==> src/rtl/screen_mode_controller.sv <==
// screen_mode_controller: debounces the controller buttons, routes press pulses to the
// active screen and commits mode switches only on VGA frame boundaries.
`default_nettype none

module screen_mode_controller #(
  parameter int DEBOUNCE_CYCLES = 1000000
) (
  input  logic       clk,
  input  logic       reset,
  input  logic [7:0] buttons,
  input  logic       screen_end,
  input  logic [1:0] home_sel,
  output logic       home_fsm_en,
  output logic [1:0] mode,
  output logic       mode_changed,
  output logic [7:0] btn_press
);

  localparam int             CNT_W   = $clog2(DEBOUNCE_CYCLES);
  localparam logic [CNT_W-1:0] CNT_MAX = CNT_W'(DEBOUNCE_CYCLES - 1);

  localparam int BIT_A = 4;
  localparam int BIT_B = 5;

  localparam logic [7:0] HOME_FWD_MASK = 8'b1110_1111;
  localparam logic [7:0] APP_FWD_MASK  = 8'b1101_1111;

  typedef enum logic [1:0] {
    S_HOME   = 2'd0,
    S_SWITCH = 2'd1,
    S_APP    = 2'd2
  } state_t;

  logic [7:0]       sync1;
  logic [7:0]       sync2;
  logic [7:0]       deb;
  logic [7:0]       deb_d;
  logic [CNT_W-1:0] cnt [8];
  logic             screen_end_d;

  state_t           state;
  logic [1:0]       target;

  logic [7:0]       press;
  logic             frame_edge;

  assign press      = deb & ~deb_d;
  assign frame_edge = screen_end & ~screen_end_d;

  // Debounced level only follows the synchronized input after it has stayed
  // different for DEBOUNCE_CYCLES consecutive cycles.
  always_ff @(posedge clk or negedge reset) begin
    if (!reset) begin
      sync1        <= '0;
      sync2        <= '0;
      deb          <= '0;
      deb_d        <= '0;
      screen_end_d <= 1'b0;
      for (int i = 0; i < 8; i++) cnt[i] <= '0;
    end else begin
      sync1        <= buttons;
      sync2        <= sync1;
      deb_d        <= deb;
      screen_end_d <= screen_end;
      for (int i = 0; i < 8; i++) begin
        if (sync2[i] == deb[i]) begin
          cnt[i] <= '0;
        end else if (cnt[i] == CNT_MAX) begin
          deb[i] <= sync2[i];
          cnt[i] <= '0;
        end else begin
          cnt[i] <= cnt[i] + 1'b1;
        end
      end
    end
  end

  always_ff @(posedge clk or negedge reset) begin
    if (!reset) begin
      state        <= S_HOME;
      target       <= 2'b00;
      mode         <= 2'b00;
      mode_changed <= 1'b0;
      home_fsm_en  <= 1'b1;
      btn_press    <= '0;
    end else begin
      mode_changed <= 1'b0;
      case (state)
        S_HOME: begin
          btn_press <= press & HOME_FWD_MASK;
          // A frame edge coinciding with the A press is deliberately ignored.
          if (press[BIT_A] && home_sel != 2'b11) begin
            target      <= home_sel + 2'b01;
            state       <= S_SWITCH;
            home_fsm_en <= 1'b0;
          end
        end
        S_SWITCH: begin
          btn_press <= '0;
          if (frame_edge) begin
            mode         <= target;
            mode_changed <= 1'b1;
            if (target == 2'b00) begin
              state       <= S_HOME;
              home_fsm_en <= 1'b1;
            end else begin
              state <= S_APP;
            end
          end
        end
        S_APP: begin
          btn_press <= press & APP_FWD_MASK;
          if (press[BIT_B]) begin
            target <= 2'b00;
            state  <= S_SWITCH;
          end
        end
        default: begin
          state       <= S_HOME;
          home_fsm_en <= 1'b1;
          btn_press   <= '0;
        end
      endcase
    end
  end

endmodule

`default_nettype wire
==> config.mk <==
export PLATFORM = sky130hd
export DESIGN_NAME = screen_mode_controller
export DESIGN_NICKNAME = d
export VERILOG_FILES = /design/src/rtl/screen_mode_controller.sv
export SDC_FILE = /design/constraint.sdc
export NUM_CORES = 1
export LEC_CHECK = 0
export BUFFER_PORTS_ARGS = -buffer_cell sky130_fd_sc_hd__buf_2
export CORE_ASPECT_RATIO = 2
export CORE_MARGIN = 2
export CORE_UTILIZATION = 60
export CTS_CLUSTER_SIZE = 20
export DETAILED_ROUTE_END_ITERATION = 16
export GPL_TIMING_DRIVEN = 0
export HOLD_SLACK_MARGIN = 0.05
export PLACE_DENSITY = 0.87
export SYNTH_ARGS = -nofsm -noshare
export SYNTH_HDL_FRONTEND = slang
export SYNTH_SLANG_ARGS = --single-unit
==> constraint.sdc <==
create_clock -name clk -period 2.6 [get_ports clk]
set_input_delay 0.13 -clock clk [delete_from_list [all_inputs] [get_ports clk]]
set_output_delay 0.13 -clock clk [all_outputs]
set_load 0.01 [all_outputs]
# Yosys cells after proc, flatten, opt, wreduce, memory -nomap -nowiden
# Index checks and enable logic that the tools add are counted.
[totals]
in_bits = 13
out_inout_bits = 12
regBits = 209
[classes]
eq_ne = 23
mux = 31
addsub = 9
bitwise_logic = 13
reduce_logical = 16
[op_table]
columns = ["op", "count"]
rows = [
  ["20-bit two-way mux", 16],
  ["20-bit by 1-bit adder with 20-bit output (second input constant)", 8],
  ["20-bit equality test (second input constant)", 8],
  ["2-bit AND reduction", 9],
  ["8-bit one-hot mux with 2 select lines", 1],
  ["2-bit two-way mux", 6],
  ["2-bit inequality test (second input constant)", 5],
  ["1-bit NOT", 10],
  ["8-bit AND", 1],
  ["1-bit equality test", 8],
  ["8-bit NOT", 1],
  ["2-bit one-hot mux with 3 select lines", 1],
  ["3-bit AND reduction", 2],
  ["1-bit two-way mux", 5],
  ["2-bit logical NOT", 2],
  ["2-bit one-hot mux with 2 select lines", 1],
  ["4-bit AND reduction", 1],
  ["1-bit one-hot mux with 3 select lines", 1],
  ["2-bit by 1-bit adder with 2-bit output (second input constant)", 1],
  ["2-bit by 1-bit equality test with 1-bit output (second input constant)", 1],
  ["2-bit equality test (second input constant)", 1],
  ["2-bit nonzero test", 1],
  ["1-bit AND", 1],
  ["1-bit logical AND", 1],
]

# Longest topological paths before layout
# Gate-level depths: netlist (run 1).
[depth]
word_depth = 5
mapped_depth = 6

# Worst setup path after synthesis (run 1)
# OpenSTA, ideal clock, no wires.
[synth_path]
path_type = "register to register"
start = "register cnt[72] in the netlist's numbering"
end = "register deb[4]"
arrival_time_ps = 1937
setup_slack_ps = 539
required_ps = 2475
synth_period_minus_slack_ps = 2061
stages_incl_launch_ff = 5
cell_sequence = "dfrtp_1 or4_1 or4_4 nor2_1 mux2_2"
[synth_between]
elab_chain_len = 2
[synth_lines]
columns = ["item", "line", "text"]
rows = [
  ["from (decl)", "38", "logic [CNT_W-1:0] cnt [8];"],
  ["from (signal, indexed assignment)", "72", "cnt[i] <= cnt[i] + 1'b1;"],
  ["20-bit equality test", "68", "end else if (cnt[i] == CNT_MAX) begin"],
  ["2-bit AND reduction (no source line)", "n/a", ""],
  ["to (signal, indexed assignment)", "69", "deb[i] <= sync2[i];"],
  ["to (decl)", "36", "logic [7:0] deb;"],
]
# Every way passes these cells.
# A chain may end at the register's enable or synchronous reset.

# Final worst setup path (run 1)
[layout_path]
start = "register cnt[100] in the netlist's numbering"
end = "register cnt[116] in the netlist's numbering"
[layout_between]
elab_chain_len = 3
word_cells_on_any_way = 4
[layout_lines]
columns = ["item", "line", "text"]
rows = [
  ["20-bit by 1-bit adder with 20-bit output or 20-bit equality test (tied branches)", "72, 68", ""],
  ["20-bit two-way mux *", "68", ""],
  ["20-bit two-way mux *", "66", "if (sync2[i] == deb[i]) begin"],
]
# Every way passes the cells marked *; elsewhere a longest branch is shown, timed or not.

==> flow_summary.rst, run 1 <==
.. list-table::
   :header-rows: 1

   * - Metric
     - Value
   * - Average instance area after synthesis
     - 10.3 um2
   * - Vias after detailed routing
     - 7206
   * - Most frequent cells in the layout
     - sky130_fd_sc_hd__dfrtp_1, sky130_fd_sc_hd__nor2_1, sky130_fd_sc_hd__xnor2_1
   * - Power per cell area
     - 600 nW/um2
   * - Overall track demand over capacity in global routing
     - 23.2%
   * - Length of the first detailed-routing pass in iterations
     - 6
   * - Yosys Warn Count
     - 0
   * - Net count of the mapped netlist
     - 953
   * - Cell with the biggest individual delay on the critical path
     - sky130_fd_sc_hd__o31ai_4
   * - Pin count of the biggest net entering global routing
     - 113
   * - Worst IR drop on VDD
     - 0.000402 V
   * - Fin util
     - 68.7%
   * - Top FF cell, synth
     - sky130_fd_sc_hd__dfrtp_1
   * - Shortest clock period the worst path allows after layout
     - 2.34 ns
   * - Number of DRC markers after the initial detailed-route iteration
     - 399
   * - Clock slew seen by the registers of the worst setup and hold paths
     - 0.07 ns
   * - Max Transition Viols Final
     - 0
   * - Antenna Cells
     - 0
   * - Fraction of layout cells with a size suffix above 1
     - 9.51%
   * - Critical path start-end classification
     - reg2reg
   * - Post-synthesis cell type count
     - 53
   * - Die height
     - 183 um
   * - Sum of routed wire length over all layers
     - 19000 um
   * - Worst path required time
     - 2.95 ns
   * - Setup Buffers After CTS
     - 0
   * - Die Area
     - 17100 um2
   * - Remaining number of nets flagged by the antenna check after routing
     - 0
   * - Final-report setup violation count
     - 0
   * - Wire length of the first global-routing pass
     - 33100 um
   * - Layout overhead on the synthesized area
     - 12.3%
   * - Setup repair after global routing missed its margin
     - false
   * - Post-synthesis sequential area ratio
     - 54.4%
   * - Class of the tightest hold or removal check
     - in2reg
   * - Area inside the core boundary
     - 15700 um2
   * - Crit-path cells
     - ha_1 > and3_1 > nand3_1 > o31ai_4 > clkbuf_1 > nor2_1
   * - Wire per inst
     - 15.8 um
   * - Syn Std Cell Area
     - 9610 um2
   * - Element type at the critical path start
     - register
   * - Final TNS setup
     - 0 ns
   * - Total count of hold-check failures in the final report
     - 0
   * - Port Buffer Count
     - 24
   * - FMAX
     - 428 MHz
   * - Worst reg2reg path depth
     - 6
   * - Number of levels the H-tree was split into
     - 1
   * - Most common cell after layout, fill and taps aside
     - sky130_fd_sc_hd__dfrtp_1
   * - Hold Path Stages
     - 3
   * - Post-DP HPWL
     - 12400 um
   * - I/O pin count
     - 25
   * - Cell count after synthesis
     - 931
   * - Die width
     - 93.5 um
   * - Largest incremental delay on the critical path
     - 0.55 ns
   * - Number of enable-type register cells in the synthesized netlist
     - 0
   * - Clock latency on the worst-skew pair
     - 0.48 ns
   * - Clock tree from TritonCTS
     - yes
   * - Slew at the pin with the worst max-slew slack
     - 0.815 ns
   * - Routability-driven placement congestion ratio
     - 0.857
   * - Detailed-route DRC error count
     - 0
   * - Share of the cycle needed by the critical path after routing
     - 89.8%
   * - Leakage
     - 4.42 nW
   * - Nature of the critical path endpoint
     - register
   * - Maximum fanout along the worst path
     - 10
   * - Grt total ovfl
     - 0
   * - Layout Skew
     - 0.0102 ns
   * - Max Cap Violations
     - 0
   * - Outcome
     - finished, final reports clean
   * - Initial antenna violation count
     - 0
   * - Number of clock sinks
     - 209
   * - CTS buffer count
     - 19
   * - Hold Crit Endpoint
     - target[0]
   * - Initial core utilization
     - 61.2%
   * - Average via count per standard cell
     - 6.01
   * - Worst reg2reg endpoint
     - cnt[116]
   * - Endpoint arrival time on the critical path
     - 2.68 ns
   * - Register-to-register setup slack
     - 0.26 ns
   * - RR Startpoint
     - cnt[100]
   * - Maximum buffer depth of the clock tree
     - 3
   * - Slew Limit Headroom
     - 45.7%
   * - Number of global-route vias before repair
     - 7358
   * - Total of flip-flops plus latches after synthesis
     - 209
   * - Nets@finish
     - 1009
   * - Synth async-reset ratio
     - 100%
   * - Clk root buf
     - sky130_fd_sc_hd__clkbuf_16
   * - Core Rows
     - 65
   * - Min-Delay Startpoint
     - home_sel[0]
-- critical path: cells and delay by family, from the launching register on --
| kind | cells | cell delay (ns) |
|---|---|---|
| AND/OR/NAND/NOR | 3 | 0.55 |
| adder cells (fa/ha/maj) | 1 | 0.25 |
| flip-flops | 1 | 0.43 |
| AO/OA/AOI/OAI | 1 | 0.55 |
| buffers and inverters | 1 | 0.41 |
-- flip-flops by register name, summed over array words and instances, names as in the netlist --
| signal | cells |
|---|---|
| btn_press | 8 |
| cnt | 160 |
| deb | 8 |
| deb_d | 8 |
| home_fsm_en | 1 |
| mode | 2 |
| mode_changed | 1 |
| screen_end_d | 1 |
| state | 2 |
| sync1 | 8 |
| sync2 | 8 |
| target | 2 |
-- cell type report --
cell class | count | area [um2]
Buffer | 19 | 90.1
Clock buffer | 26 | 562
Tap cell | 201 | 251
Multi-Input combinational cell | 668 | 4160
Inverter | 35 | 131
Fill cell | 1111 | 4910
Clock inverter | 7 | 98.8
Timing Repair Buffer | 35 | 258
Sequential cell | 209 | 5230
-- cell families after synthesis --
group	synth area share, %
AO/OA/AOI/OAI	5.51
XOR/XNOR	10.2
flip-flops	54.4
multiplexers	1.91
buffers and inverters	2.30
AND/OR/NAND/NOR	24.4
adder cells (fa/ha/maj)	1.17
-- metrics by stage --
stage | power, mW | cell area, um2 | setup slack [ns] | hold slack, ns | cells
finish | 6.48 | 10800 | 0.264 | 0.0705 | 1200
CTS | 6.53 | 10800 | 0.0802 | 0.0535 | 1200
detailed placement | 3.59 | 10000 | 0.197 | 0.239 | 1157
floorplan | 3.48 | 9610 | 0.539 | -0.166 | 931
global placement | 3.58 | 9980 | -2.00 | 0.239 | 1156
global route | 6.69 | 10800 | 0.0826 | 0.0526 | 1200
-- worst max path at each step --
stage                     endpoint  depth (start not counted)  slack (ns)     start
after floorplan             deb[4]                          4        0.54   cnt[72]
after global placement    cnt[133]                          1       -2.00     reset
after detailed placement  cnt[116]                          6        0.20  cnt[100]
after CTS                 cnt[116]                          6        0.08  cnt[100]
after global routing      cnt[110]                          6        0.08  cnt[100]
final                     cnt[116]                          6        0.26  cnt[100]
-- per-layer routing --
metal | GRT usage [%] | wire length, um
met1 | 26.0 | 7190
met2 | 44.2 | 10700
met3 | 2.96 | 593
met4 | 8.06 | 448
met5 | 0 | 0
-- synthesized netlist by cell type, types with 3 or more instances --
cell / instances / area share (%)
sky130_fd_sc_hd__a21oi_1: 36 / 1.9
sky130_fd_sc_hd__mux2_2: 11 / 1.3
sky130_fd_sc_hd__ha_1: 9 / 1.2
sky130_fd_sc_hd__mux2i_1: 6 / 0.63
sky130_fd_sc_hd__or4_1: 21 / 1.6
sky130_fd_sc_hd__or3_1: 19 / 1.2
sky130_fd_sc_hd__and4_1: 7 / 0.64
sky130_fd_sc_hd__or4b_1: 4 / 0.42
sky130_fd_sc_hd__nand4b_1: 5 / 0.46
sky130_fd_sc_hd__dfrtp_1: 208 / 54
sky130_fd_sc_hd__xor2_1: 42 / 3.8
sky130_fd_sc_hd__clkbuf_1: 9 / 0.35
sky130_fd_sc_hd__o21ai_1: 3 / 0.16
sky130_fd_sc_hd__nor2_1: 138 / 5.4
sky130_fd_sc_hd__nor3_1: 30 / 1.6
sky130_fd_sc_hd__buf_2: 9 / 0.47
sky130_fd_sc_hd__nand3_1: 51 / 2.7
sky130_fd_sc_hd__and2_1: 5 / 0.33
sky130_fd_sc_hd__nor3b_1: 9 / 0.70
sky130_fd_sc_hd__nor4bb_1: 3 / 0.31
sky130_fd_sc_hd__nand4_1: 39 / 2.5
sky130_fd_sc_hd__xnor2_1: 70 / 6.4
sky130_fd_sc_hd__nor4_1: 31 / 2.0
sky130_fd_sc_hd__o31ai_1: 9 / 0.70
sky130_fd_sc_hd__nor4b_1: 4 / 0.36
sky130_fd_sc_hd__inv_1: 35 / 1.4
sky130_fd_sc_hd__and3_1: 10 / 0.65
sky130_fd_sc_hd__nand2_1: 46 / 1.8
sky130_fd_sc_hd__nand3b_1: 3 / 0.23
sky130_fd_sc_hd__nand2b_1: 5 / 0.33
sky130_fd_sc_hd__o21ai_0: 28 / 1.5
-- power breakdown --
group,switching [mW],internal [mW]
sequential,0.0425,3.29
clock,1.21,1.72
combinational,0.142,0.0665
total,1.40,5.08
-- timing repair --
action                     CTS  global route
setup endpoints to repair    0            10
hold buffers                10             0
gates resized for setup      0             1
hold endpoints to repair   119             0
No activity file was read; power rests on OpenSTA's default activity.
==> inputs of run 2 (changes only) <==
PLACE_DENSITY = unset   (was 0.87)
PLACE_DENSITY_LB_ADDON = 0.25   (was unset)
==> flow_summary.rst, run 2 (synthesized netlist as in run 1, its figures left out) <==
.. list-table::
   :header-rows: 1

   * - Metric
     - Value
   * - Outcome
     - finished, final reports clean
   * - Clock slew seen by the registers of the worst setup and hold paths
     - 0.06 ns (about the same)
   * - Initial core utilization
     - 61.2% (unchanged)
   * - Endpoint arrival time on the critical path
     - 2.65 ns (-0.03 ns)
   * - Number of levels the H-tree was split into
     - 1 (unchanged)
   * - Leakage
     - 4.42 nW (+0.10%)
   * - Total count of hold-check failures in the final report
     - 0 (unchanged)
   * - Number of global-route vias before repair
     - 7411 (+0.72%)
   * - Cell Count, Final, Fillers Out
     - 1205 (+0.42%)
   * - Initial antenna violation count
     - 0 (unchanged)
   * - Number of DRC markers after the initial detailed-route iteration
     - 176 (-56%)
   * - Area inside the core boundary
     - 15700 um2 (unchanged)
   * - Clk root buf
     - sky130_fd_sc_hd__clkbuf_16
   * - Nets@finish
     - 1012 (+0.30%)
   * - Wire per inst
     - 15.4 um (-2.8%)
   * - Area after DPL
     - 10000 um2 (unchanged)
   * - Die height
     - 183 um (unchanged)
   * - FMAX
     - 437 MHz (+2.2%)
   * - Cell with the biggest individual delay on the critical path
     - sky130_fd_sc_hd__o31ai_4
   * - CTS buffer count
     - 20 (+1)
   * - Average via count per standard cell
     - 5.85 (-2.5%)
   * - Maximum buffer depth of the clock tree
     - 3 (unchanged)
   * - Final TNS setup
     - 0 ns (unchanged)
   * - Wire length of the first global-routing pass
     - 32200 um (-2.7%)
   * - Register containing the most flip-flops in the final layout
     - cnt
   * - Element type at the critical path start
     - register
   * - Fin util
     - 68.8% (about the same)
   * - Share of the cycle needed by the critical path after routing
     - 87.9% (-1.9 points)
   * - Core Rows
     - 65 (unchanged)
   * - Slew Limit Headroom
     - 53.8% (+8.1 points)
   * - Max Cap Violations
     - 0 (unchanged)
   * - Setup repair after global routing missed its margin
     - false
   * - RR Startpoint
     - cnt[100]
   * - Layout Skew
     - 0.0162 ns (+0.00602 ns)
   * - Nature of the critical path endpoint
     - register
   * - Worst slack after detailed placement
     - 0.162 ns (-0.0357 ns)
   * - Detailed-route DRC error count
     - 0 (unchanged)
   * - Slew at the pin with the worst max-slew slack
     - 0.693 ns (-0.122 ns)
   * - Post-DP HPWL
     - 12600 um (+1.7%)
   * - Crit-path cells
     - ha_1 > and3_1 > nand3_1 > o31ai_4 > clkbuf_1 > nor2_1
   * - Die width
     - 93.5 um (unchanged)
   * - Port Buffer Count
     - 24 (unchanged)
   * - Multi-input gate area in the final layout
     - 4160 um2 (unchanged)
   * - Most common cell after layout, fill and taps aside
     - sky130_fd_sc_hd__dfrtp_1
   * - Vias after detailed routing
     - 7054 (-2.1%)
   * - Total length of routed met3 wires
     - 522 um (-12%)
   * - Pin count of the biggest net entering global routing
     - 117 (+3.5%)
   * - Critical path start-end classification
     - reg2reg
   * - Grt total ovfl
     - 0 (unchanged)
   * - Clock latency on the worst-skew pair
     - 0.50 ns (+0.02 ns)
   * - Clock tree from TritonCTS
     - yes
   * - Shortest clock period the worst path allows after layout
     - 2.29 ns (-0.0501 ns)
   * - Antenna Cells
     - 0 (unchanged)
   * - Final total power
     - 6.39 mW (-1.4%)
   * - Highest metal used
     - met4
   * - Register area
     - 5230 um2 (unchanged)
   * - Sum of routed wire length over all layers
     - 18500 um (-2.4%)
   * - Post-route standard cell area excluding fillers
     - 10800 um2 (about the same)
   * - Max Transition Viols Final
     - 0 (unchanged)
   * - Worst IR drop on VDD
     - 0.000633 V (+58%)
   * - Number of clock sinks
     - 209 (unchanged)
   * - WHS
     - 0.222 ns (+0.151 ns)
   * - Amount of wire on met2 after detailed routing
     - 10200 um (-4.8%)
   * - Power per cell area
     - 591 nW/um2 (-1.5%)
   * - Class of the tightest hold or removal check
     - in2async
   * - Overall track demand over capacity in global routing
     - 22.6% (-0.62 points)
   * - I/O pin count
     - 25 (unchanged)
   * - Remaining number of nets flagged by the antenna check after routing
     - 0 (unchanged)
   * - Length of the first detailed-routing pass in iterations
     - 4 (-2)
   * - Layout overhead on the synthesized area
     - 12.4% (about the same)
   * - Die Area
     - 17100 um2 (unchanged)
   * - Routed metal-1 wirelength
     - 7200 um (about the same)
   * - Final-report setup violation count
     - 0 (unchanged)
   * - Most frequent cells in the layout
     - sky130_fd_sc_hd__dfrtp_1, sky130_fd_sc_hd__nor2_1, sky130_fd_sc_hd__xnor2_1
   * - Fraction of layout cells with a size suffix above 1
     - 9.26% (-0.25 points)
   * - Routability-driven placement congestion ratio
     - 0.869 (+1.4%)
   * - Largest incremental delay on the critical path
     - 0.54 ns (about the same)
   * - Number of flip-flops in the largest register
     - 160 (unchanged)
   * - Post-route setup slack
     - 0.314 ns (+0.0501 ns)
   * - Maximum fanout along the worst path
     - 10 (unchanged)
   * - Worst Setup SP
     - cnt[100]
   * - Worst path required time
     - 2.96 ns (about the same)
   * - Cell count after placement
     - 1157 (unchanged)
   * - Fill cell instance count of the final layout
     - 1190 (+7.1%)
run 2: metal layers:
layer,up-vias,global-route usage [%]
li1,3410,-
met2,121,43.0
met3,57,2.59
met4,0,9.47
met5,-,0
met1,3466,24.7
run 2: timing repair:
action                                 4_1_cts  5_1_grt
setup endpoints to repair                    0       10
setup buffers                                0        0
hold buffers                                12        0
resized for setup                            0        1
endpoints found under the hold margin      105        0
run 2: final cells by class:
type                            count  area share, %
Buffer                             19          0.834
Clock buffer                       33           5.74
Clock inverter                      3          0.278
Inverter                           35           1.22
Multi-Input combinational cell    668           38.6
Sequential cell                   209           48.5
Tap cell                          201           2.33
Timing Repair Buffer               37           2.57
run 2: worst max-delay path, delay by kind of cell, from the launching register on:
family	cells	cell delay, ns
simple gates	3	0.55
compound gates	1	0.54
buf+inv	1	0.42
flops	1	0.40
fa+ha+maj	1	0.23
run 2: final timing paths:
path | depth (start not counted) | endpoint | slack, ns
max reg2reg | 6 | cnt[111] | 0.31
max | 6 | cnt[111] | 0.31
max in group asynchronous | 3 | cnt[64] | 1.36
min | 2 | cnt[14] | 0.22
min reg2reg | 0 | sync2[4] | 0.35
min in group clk | 2 | sync1[6] | 0.27
run 2: where the power goes:
part	switching, mW	leakage, nW	internal (mW)
Sequential	0.0405	2.86	3.30
Combinational	0.138	1.25	0.0677
Clock	1.21	0.319	1.63
Total	1.39	4.42	5.00
==> inputs of run 3 (changes only) <==
CELL_PAD_IN_SITES_DETAIL_PLACEMENT = 2   (was unset)
CELL_PAD_IN_SITES_GLOBAL_PLACEMENT = 2   (was unset)
CORE_ASPECT_RATIO = 0.8   (was 2)
CORE_UTILIZATION = 41   (was 60)
CTS_CLUSTER_DIAMETER = 50   (was unset)
==> flow_summary.rst, run 3 (synthesized netlist as in run 1, its figures left out) <==
.. list-table::
   :header-rows: 1

   * - Metric
     - Value
   * - Outcome
     - finished, final reports clean
   * - Register containing the most flip-flops in the final layout
     - cnt
   * - Length of the first detailed-routing pass in iterations
     - 4 (unchanged)
   * - Routability-driven placement congestion ratio
     - 0.730 (-16%)
   * - Cell with the biggest individual delay on the critical path
     - sky130_fd_sc_hd__or4_4
   * - Cell count after placement
     - 1269 (+9.7%)
   * - Final-report setup violation count
     - 0 (unchanged)
   * - Die Area
     - 24700 um2 (+44%)
   * - Slew at the pin with the worst max-slew slack
     - 0.815 ns (+0.122 ns)
   * - Largest incremental delay on the critical path
     - 0.65 ns (+0.11 ns)
   * - FMAX
     - 442 MHz (+0.98%)
   * - Post-route setup slack
     - 0.336 ns (+0.0222 ns)
   * - Leakage
     - 4.60 nW (+4.0%)
   * - Number of DRC markers after the initial detailed-route iteration
     - 349 (+98%)
   * - Endpoint arrival time on the critical path
     - 2.69 ns (+0.04 ns)
   * - Number of clock sinks
     - 209 (unchanged)
   * - Core Rows
     - 50 (-23%)
   * - Vias after detailed routing
     - 7281 (+3.2%)
   * - Nets@finish
     - 1021 (+0.89%)
   * - Worst path required time
     - 3.03 ns (+0.07 ns)
   * - Total internal power
     - 5.64 mW (+13%)
   * - Cell Count, Final, Fillers Out
     - 1333 (+11%)
   * - Clock slew seen by the registers of the worst setup and hold paths
     - 0.07 ns (about the same)
   * - Most common cell after layout, fill and taps aside
     - sky130_fd_sc_hd__dfrtp_1
   * - Most frequent cells in the layout
     - sky130_fd_sc_hd__dfrtp_1, sky130_fd_sc_hd__nor2_1, sky130_fd_sc_hd__xnor2_1
   * - Die width
     - 175 um (+87%)
   * - Worst IR drop on VDD
     - 0.000882 V (+39%)
   * - Fin util
     - 48.8% (-20 points)
   * - Number of flip-flops in the largest register
     - 160 (unchanged)
   * - Element type at the critical path start
     - register
   * - Total count of hold-check failures in the final report
     - 0 (unchanged)
   * - Wire length of the first global-routing pass
     - 41800 um (+30%)
   * - Maximum fanout along the worst path
     - 8 (-2)
   * - Class of the tightest hold or removal check
     - in2async
   * - Detailed-route DRC error count
     - 0 (unchanged)
   * - I/O pin count
     - 25 (unchanged)
   * - Nature of the critical path endpoint
     - register
   * - Sw Share
     - 26.0% (+4.3 points)
   * - Critical path start-end classification
     - reg2reg
   * - WHS
     - 0.128 ns (-0.0933 ns)
   * - Clock latency on the worst-skew pair
     - 0.55 ns (+0.05 ns)
   * - Worst reg2reg path depth
     - 5 (-1)
   * - Comb power frac
     - 3.0% (-0.2 points)
   * - Setup repair after global routing missed its margin
     - false
   * - Layout Skew
     - 0.0226 ns (+0.00637 ns)
   * - Shortest clock period the worst path allows after layout
     - 2.26 ns (-0.0222 ns)
   * - Initial antenna violation count
     - 0 (unchanged)
   * - Post-DP HPWL
     - 15900 um (+25%)
   * - Net Sw Power
     - 1.99 mW (+43%)
   * - Clock network fraction of total power
     - 53.3% (+8.8 points)
   * - Maximum buffer depth of the clock tree
     - 3 (unchanged)
   * - Number of levels the H-tree was split into
     - 1 (unchanged)
   * - Clk root buf
     - sky130_fd_sc_hd__clkbuf_16
   * - Port Buffer Count
     - 24 (unchanged)
   * - CTS buffer count
     - 28 (+40%)
   * - Grt total ovfl
     - 0 (unchanged)
   * - Sum of routed wire length over all layers
     - 24200 um (+30%)
   * - Fraction of layout cells with a size suffix above 1
     - 11.5% (+2.2 points)
   * - Power per cell area
     - 673 nW/um2 (+14%)
   * - Clock tree from TritonCTS
     - yes
   * - Layout overhead on the synthesized area
     - 17.9%
   * - Worst slack after detailed placement
     - 0.0698 ns (-0.0920 ns)
   * - Number of global-route vias before repair
     - 8123 (+9.6%)
   * - Max Cap Violations
     - 0 (unchanged)
   * - Remaining number of nets flagged by the antenna check after routing
     - 0 (unchanged)
   * - Antenna Cells
     - 0 (unchanged)
   * - Sequential fraction of design power
     - 43.7% (-8.5 points)
   * - Initial core utilization
     - 41.4% (-20 points)
   * - Share of the cycle needed by the critical path after routing
     - 87.1% (-0.85 points)
   * - Slew Limit Headroom
     - 45.7% (-8.1 points)
   * - Max Transition Viols Final
     - 0 (unchanged)
   * - Wire per inst
     - 18.1 um (+18%)
   * - Average via count per standard cell
     - 5.46 (-6.7%)
   * - Crit-path cells
     - ha_1 > nand3_1 > or4_4 > nor2_1 > mux2_2
   * - Overall track demand over capacity in global routing
     - 20.4% (-2.2 points)
   * - Pin count of the biggest net entering global routing
     - 84 (-28%)
   * - Die height
     - 141 um (-23%)
   * - Final TNS setup
     - 0 ns (unchanged)
   * - Area inside the core boundary
     - 23200 um2 (+48%)
[run 3: cell types whose count changed in the layout (fill, tap and decap cells not counted), moves of 2 or more]
cell	before	now
sky130_fd_sc_hd__clkbuf_1	15	9
sky130_fd_sc_hd__clkbuf_16	20	29
sky130_fd_sc_hd__clkbuf_8	7	0
sky130_fd_sc_hd__clkinv_4	0	3
sky130_fd_sc_hd__clkinv_8	1	6
sky130_fd_sc_hd__clkinvlp_4	0	4
sky130_fd_sc_hd__inv_12	0	2
sky130_fd_sc_hd__inv_6	1	3
sky130_fd_sc_hd__inv_8	0	2
[run 3: layer usage]
layer	vias to the layer above	wire (um)	GRT usage, %
li1	3433	-	-
met1	3760	11400	28.2
met2	55	11800	34.5
met3	33	547	2.94
met4	0	415	4.08
met5	-	0	0
[run 3: timing repair]
action                     in CTS  in global routing
hold endpoints to repair      143                  0
gates resized for setup         0                  4
setup buffers                   0                  0
setup endpoints to repair       0                 12
hold buffers                   12                  0
[run 3: area by class of cell]
class / count / area (um2)
plain buffers: 19 / 91.3
clock buffers: 30 / 729
clock inverters: 22 / 285
fillers: 2387 / 11900
inverters: 35 / 131
multi-input cells: 668 / 4170
flip-flops and latches: 209 / 5230
well taps: 312 / 390
repair buffers: 38 / 305
[run 3: metrics by stage]
stage               power (mW)  cell area, um2
global route              7.90           11300
floorplan                 3.48            9610
finish                    7.63           11300
global placement          3.59           10100
CTS                       7.75           11300
detailed placement        3.62           10200
[run 3: power by group through the flow]
stage / logic [mW] / registers, mW / clock network, mW
2_1_floorplan: 0.0933 / 3.39 / 0
3_3_place_gp: 0.197 / 3.40 / 0
3_5_place_dp: 0.218 / 3.40 / 0
4_1_cts: 0.236 / 3.34 / 4.18
5_1_grt: 0.263 / 3.34 / 4.29
6_report: 0.227 / 3.34 / 4.07
[run 3: worst paths after layout]
kind                               end  startpoint  slack, ns
max                             deb[4]     cnt[60]       0.34
min in group clk              sync1[7]  buttons[7]       0.23
max in group asynchronous  home_fsm_en       reset       1.64
max reg2reg                     deb[4]     cnt[60]       0.34
min reg2reg                   sync2[3]    sync1[3]       0.35
min                           cnt[157]       reset       0.13
[run 3: critical path, delay by kind of cell (launching register included)]
family | cells | cell delay, ns
adders and majority gates | 1 | 0.21
DFF | 1 | 0.40
muxes | 1 | 0.36
and+or+nand+nor | 3 | 1.18
